File: src/rtl/mips_pkg.sv
// Constants shared by the fetch stage and the control decoder.
// Holds the next-PC select encoding, the default reset PC and a sign-extend helper.
package mips_pkg;

  localparam logic [1:0] NPC_PC4 = 2'b00;
  localparam logic [1:0] NPC_J   = 2'b01;
  localparam logic [1:0] NPC_BR  = 2'b10;
  localparam logic [1:0] NPC_JR  = 2'b11;

  localparam logic [31:0] PC_RESET_DEFAULT = 32'h0000_3000;
  localparam logic [31:0] INSTR_NOP        = 32'h0000_0000;

  function automatic logic [31:0] sext16(input logic [15:0] v);
    return {{16{v[15]}}, v};
  endfunction

endpackage

File: src/rtl/npc.sv
// Next-PC selection, purely combinational, driven by the instruction currently in D.
// Branch target is relative to the delay slot (PC_D+4); jr target is taken verbatim.
module npc
  import mips_pkg::*;
(
  input  logic [31:0] PC_F,
  input  logic [31:0] PC_D,
  input  logic [31:0] Instr_D,
  input  logic [1:0]  NPCop,
  input  logic        Judge,
  input  logic [31:0] RS_D,
  output logic [31:0] NPC
);

  logic [31:0] pc_f4;
  logic [31:0] pc_d4;
  logic [31:0] br_off;
  logic        unused_instr_hi;

  assign pc_f4  = PC_F + 32'd4;
  assign pc_d4  = PC_D + 32'd4;
  assign br_off = sext16(Instr_D[15:0]) << 2;

  // Opcode bits are decoded elsewhere; only the immediate/index fields matter here.
  assign unused_instr_hi = ^Instr_D[31:26];

  always_comb begin
    NPC = pc_f4;
    case (NPCop)
      NPC_PC4: NPC = pc_f4;
      NPC_J:   NPC = {pc_d4[31:28], Instr_D[25:0], 2'b00};
      NPC_BR:  NPC = Judge ? (pc_d4 + br_off) : pc_f4;
      NPC_JR:  NPC = RS_D;
      default: NPC = pc_f4;
    endcase
  end

endmodule

File: src/rtl/fetch_ifid.sv
// Fetch stage: PC register, next-PC mux and the IF/ID pipeline register.
// One delay slot, no flush; stall freezes PC and IF/ID, reset dominates stall.
module fetch_ifid
  import mips_pkg::*;
#(
  parameter logic [31:0] PC_RESET = PC_RESET_DEFAULT
)
(
  input  logic        clk,
  input  logic        reset,
  input  logic        stall,
  input  logic [31:0] Instr_F,
  input  logic [1:0]  NPCop,
  input  logic        Judge,
  input  logic [31:0] RS_D,
  output logic [31:0] PC_F,
  output logic [31:0] Instr_D,
  output logic [31:0] PC_D,
  output logic [31:0] PC8_D
);

  logic [31:0] pc_f_q,    pc_f_d;
  logic [31:0] instr_d_q, instr_d_d;
  logic [31:0] pc_d_q,    pc_d_d;
  logic [31:0] npc_w;

  npc u_npc (
    .PC_F    (pc_f_q),
    .PC_D    (pc_d_q),
    .Instr_D (instr_d_q),
    .NPCop   (NPCop),
    .Judge   (Judge),
    .RS_D    (RS_D),
    .NPC     (npc_w)
  );

  // A stalled redirect is simply re-evaluated later from the held D-stage state.
  always_comb begin
    pc_f_d    = pc_f_q;
    instr_d_d = instr_d_q;
    pc_d_d    = pc_d_q;
    if (!stall) begin
      pc_f_d    = npc_w;
      instr_d_d = Instr_F;
      pc_d_d    = pc_f_q;
    end
  end

  always_ff @(posedge clk) begin
    if (reset) begin
      pc_f_q    <= PC_RESET;
      instr_d_q <= INSTR_NOP;
      pc_d_q    <= PC_RESET;
    end else begin
      pc_f_q    <= pc_f_d;
      instr_d_q <= instr_d_d;
      pc_d_q    <= pc_d_d;
    end
  end

  assign PC_F    = pc_f_q;
  assign Instr_D = instr_d_q;
  assign PC_D    = pc_d_q;
  assign PC8_D   = pc_d_q + 32'd8;

endmodule

File: config.mk
export PLATFORM = sky130hd
export DESIGN_NAME = fetch_ifid
export DESIGN_NICKNAME = d
export VERILOG_FILES = /design/src/rtl/mips_pkg.sv /design/src/rtl/npc.sv /design/src/rtl/fetch_ifid.sv
export SDC_FILE = /design/constraint.sdc
export NUM_CORES = 1
export LEC_CHECK = 0
export CAP_MARGIN = 20
export CORE_MARGIN = 2
export CORE_UTILIZATION = 35
export DETAILED_ROUTE_END_ITERATION = 6
export PLACE_DENSITY = 0.69
export SLEW_MARGIN = 15
export SYNTH_ARGS = -nofsm -noshare
export SYNTH_HDL_FRONTEND = slang
export SYNTH_SLANG_ARGS = --single-unit
File: constraint.sdc
create_clock -name clk -period 7.6 [get_ports clk]
set_clock_uncertainty 0.15 [all_clocks]
set_input_delay 1.9 -clock clk [delete_from_list [all_inputs] [get_ports clk]]
set_output_delay 1.9 -clock clk [all_outputs]
set_load 0.03 [all_outputs]
==> flow_summary_export.csv <==
group,metric,value,unit
status,status,"complete, no violations",
yosys,synth_warnings,0,
floorplanning,dieArea,22200,um^2
cells_and_area,area.sequential,1920,um^2
yosys,yosys-top-cells-area,"dfxtp_1 (26%), mux2i_1 (9.8%), xnor2_1 (7.4%)",
drt,viasPerCell,5.46,
job,cap_violations,0,
placement,hpwlAfterDp,18100,um
grt,grt_overflow,0,
yosys,synth_area,7340,um^2
power_and_ir_drop,irDropWorstVdd,104,uV
clocking,insertion_delay,360,ps
worst_setup_path,path_class,"register to output port",
floorplanning,ioPinCount,198,
drt,first_pass_iters,5,
grt,grt_pass1_wl,37700,um
worst_setup_path,start_kind,"register",
drt,totalWireLength,24300,um
clocking,ctsResizeCount,0,
sta,period_share,76.5,%
clocking,clockBufferDepth,2,
floorplanning,coreArea,20400,um^2
yosys,ys.flop_type,"dfxtp_1",
grt,antenna_found_initial,0,
clocking,cts_made_buffers,9,
worst_setup_path,cp_max_fo,7,
clocking,htreeDepth,3,
yosys,synth_cell_type_count,70,
worst_setup_path,path_buf_inv,1,
hold_path,hold_path_depth,2,
drt,initialDrtViolationCount,389,
floorplanning,die_width,149,um
drt,wl_per_cell,18.1,um
sta,fmax,0.172,GHz
worst_setup_path,cp.required,5550,ps
power_and_ir_drop,comb_power_share,26.8,%
sta,timing.final.ws_setup,1790,ps
sta,fin_tns_setup,0,ps
yosys,syn_nets,1030,
sta,layout_min_cycle_time,5810,ps
worst_setup_path,crit_chain,"ha_1 > nand3_1 > nor4_2 > nand3_1 > or3_1 > nand2b_1 > nor2_1 > xor2_1 > clkdlybuf4s50_1",
power_and_ir_drop,sequentialPowerShare,41.2,%
grt,grt_max_degree,81,
clocking,cts_tree,"yes",
grt,grt_pass1_vias,6835,
power_and_ir_drop,p_switching,0.481,mW
worst_setup_path,path_common_cell,"nand3_1",
drt,drt.antenna.violating_nets,0,
worst_setup_path,cp_top_family,"simple AND/OR/NAND/NOR gates",
clocking,clock-root-buffer,"clkbuf_16",
sta,finalHoldViolCount,0,
hold_path,hold_class,"register to register",
placement,gp_congestion,0.929,
worst_setup_path,max_stage_delay,680,ps
worst_setup_path,slowest_stage,"clkdlybuf4s50_1",
yosys,synth-edff-count,0,
sta,grt_setup_unrepaired,"no",
worst_setup_path,end_kind,"output port",
clocking,cts.clk_slew.worst_paths,70,ps
sta,worst_pin_slew,997,ps
grt,grt_util_all_layers,21.7,%
yosys,yosysTopAreaCellShare,26.2,%
power_and_ir_drop,pwr-share-clk,32.0,%
cells_and_area,diodes,0,
sta,slew_violations,0,
clocking,post_cts_buffers,0,
power_and_ir_drop,internal_power,0.937,mW
cells_and_area,drive_above_1_share,5.22,%
floorplanning,rows,52,
worst_setup_path,rr_worst_depth,14,
sta,slew_headroom,33.5,%
floorplanning,start_util,35.9,%
worst_setup_path,arrival,3760,ps
cells_and_area,multi_input_area,5060,um^2
cells_and_area,fill_cells,2032,
power_and_ir_drop,power_density,146,nW/um^2
sta,setup_viol,0,
yosys,syn_inst,921,
yosys,yosysTopAreaCell,"dfxtp_1",
placement,io_buffers,197,
drt,vias,7327,
placement,pre_cts_ws,2200,ps
cells_and_area,postLayoutCoreUtil,47.4,%
yosys,ys_seq_area_share,26.2,%
worst_setup_path,cp_num_cells,9,
sta,holdWs,346,ps
cells_and_area,nNetsFinal,1178,
floorplanning,die_h,149,um
yosys,avgSynthCellArea,7.97,um^2
cells_and_area,area_growth,31.9,%
yosys,async_flop_share,0,%
clocking,ctsHoldBuffers,0,
clocking,numClockSinks,96,
yosys,ys_ff_latch,96,
power_and_ir_drop,p_sw_share,33.9,%
drt,drc,0,
power_and_ir_drop,leakage,3.83,nW
[Yosys cell counts (all sizes together) (2+ instances only)]
master and instances:
and2 5, a211o 2, a31oi 4, and4 2, nand2b 10, nor4 6, a211oi 13, o2111ai 2
xnor2 62, xor2 37, o21a 4, o21ai 40, or3 2, o41ai 3, ha 38, clkbuf 37
nor2b 4, a221oi 13, a221o 2, nand2 80, mux2 20, dfxtp 96, nand4b 2, and3 12
o31ai 2, inv 19, nor2 114, nand3 35, or2 2, nor3 19, o21bai 4, o211ai 7
a21o 9, nand4 25, a2bb2oi 2, mux2i 72, o211a 3, o22ai 4, buf 30, a21oi 60
[power groups by stage]
stage                     clock, mW  sequential (mW)  combinational, mW
after floorplan                   0            0.627              0.190
after global placement            0            0.595              0.378
after detailed placement          0            0.595              0.381
after CTS                     0.463            0.584              0.383
after global routing          0.480            0.589              0.412
final                         0.453            0.584              0.380
[worst min-delay path, stage by stage (launching register included)]
cell	delay (ps)
dfxtp_1	320
o21ai_0	70
a21oi_1	60
[sequential cells by signal, summed over array words and instances (netlist names)]
register / count
Instr_D: 32
PC_D: 32
PC_F: 32
[layout make-up]
cell class	count	share of cell area (%)
multi-input cells	738	52.3
repair buffers	204	20.8
flip-flops and latches	96	19.8
well taps	270	3.49
clock buffers	12	2.55
inverters	20	0.775
clock inverters	3	0.284
[logic make-up after synthesis]
family          synth area share [%]
compound gates                  16.6
xor+xnor                        11.8
flops                           26.2
fa+ha+maj                       6.75
simple gates                    20.9
buf+inv                         4.87
mux                             12.9
[worst paths after layout]
| check | start | slack (ps) | endpoint |
|---|---|---|---|
| max | PC_D[4] | 1790 | PC8_D[31] |
| min reg2reg | PC_F[1] | 350 | PC_F[1] |
| max reg2reg | PC_D[2] | 2870 | PC_F[27] |
| min | PC_F[1] | 350 | PC_F[1] |
[cells in the final DEF (no fill, tap or decap), types with 23 or more instances in the layout]
cell type          n
mux2i_1           72
nand4_1           23
xnor2_1           62
a21oi_1           60
xor2_1            37
nand2_1           80
dfxtp_1           96
clkdlybuf4s50_1  194
ha_1              38
nand3_1           34
o21ai_0           38
nor2_1           114
[stage by stage]
stage / std cells / power [mW] / area [um^2]
after floorplan: 921 / 0.817 / 7340
after global placement: 1328 / 0.973 / 9410
after detailed placement: 1328 / 0.976 / 9410
after CTS: 1343 / 1.43 / 9680
after global routing: 1343 / 1.48 / 9680
final: 1343 / 1.42 / 9680
[per-layer routing]
layer  up-vias  wire (um)  track usage, %
met3        32       1520            4.31
met5         -          0               0
li1       3569          -               -
met2       232      11900            37.5
met4         0        619            7.57
met1      3494      10300            26.9
No activity file was read; power rests on OpenSTA's default activity.
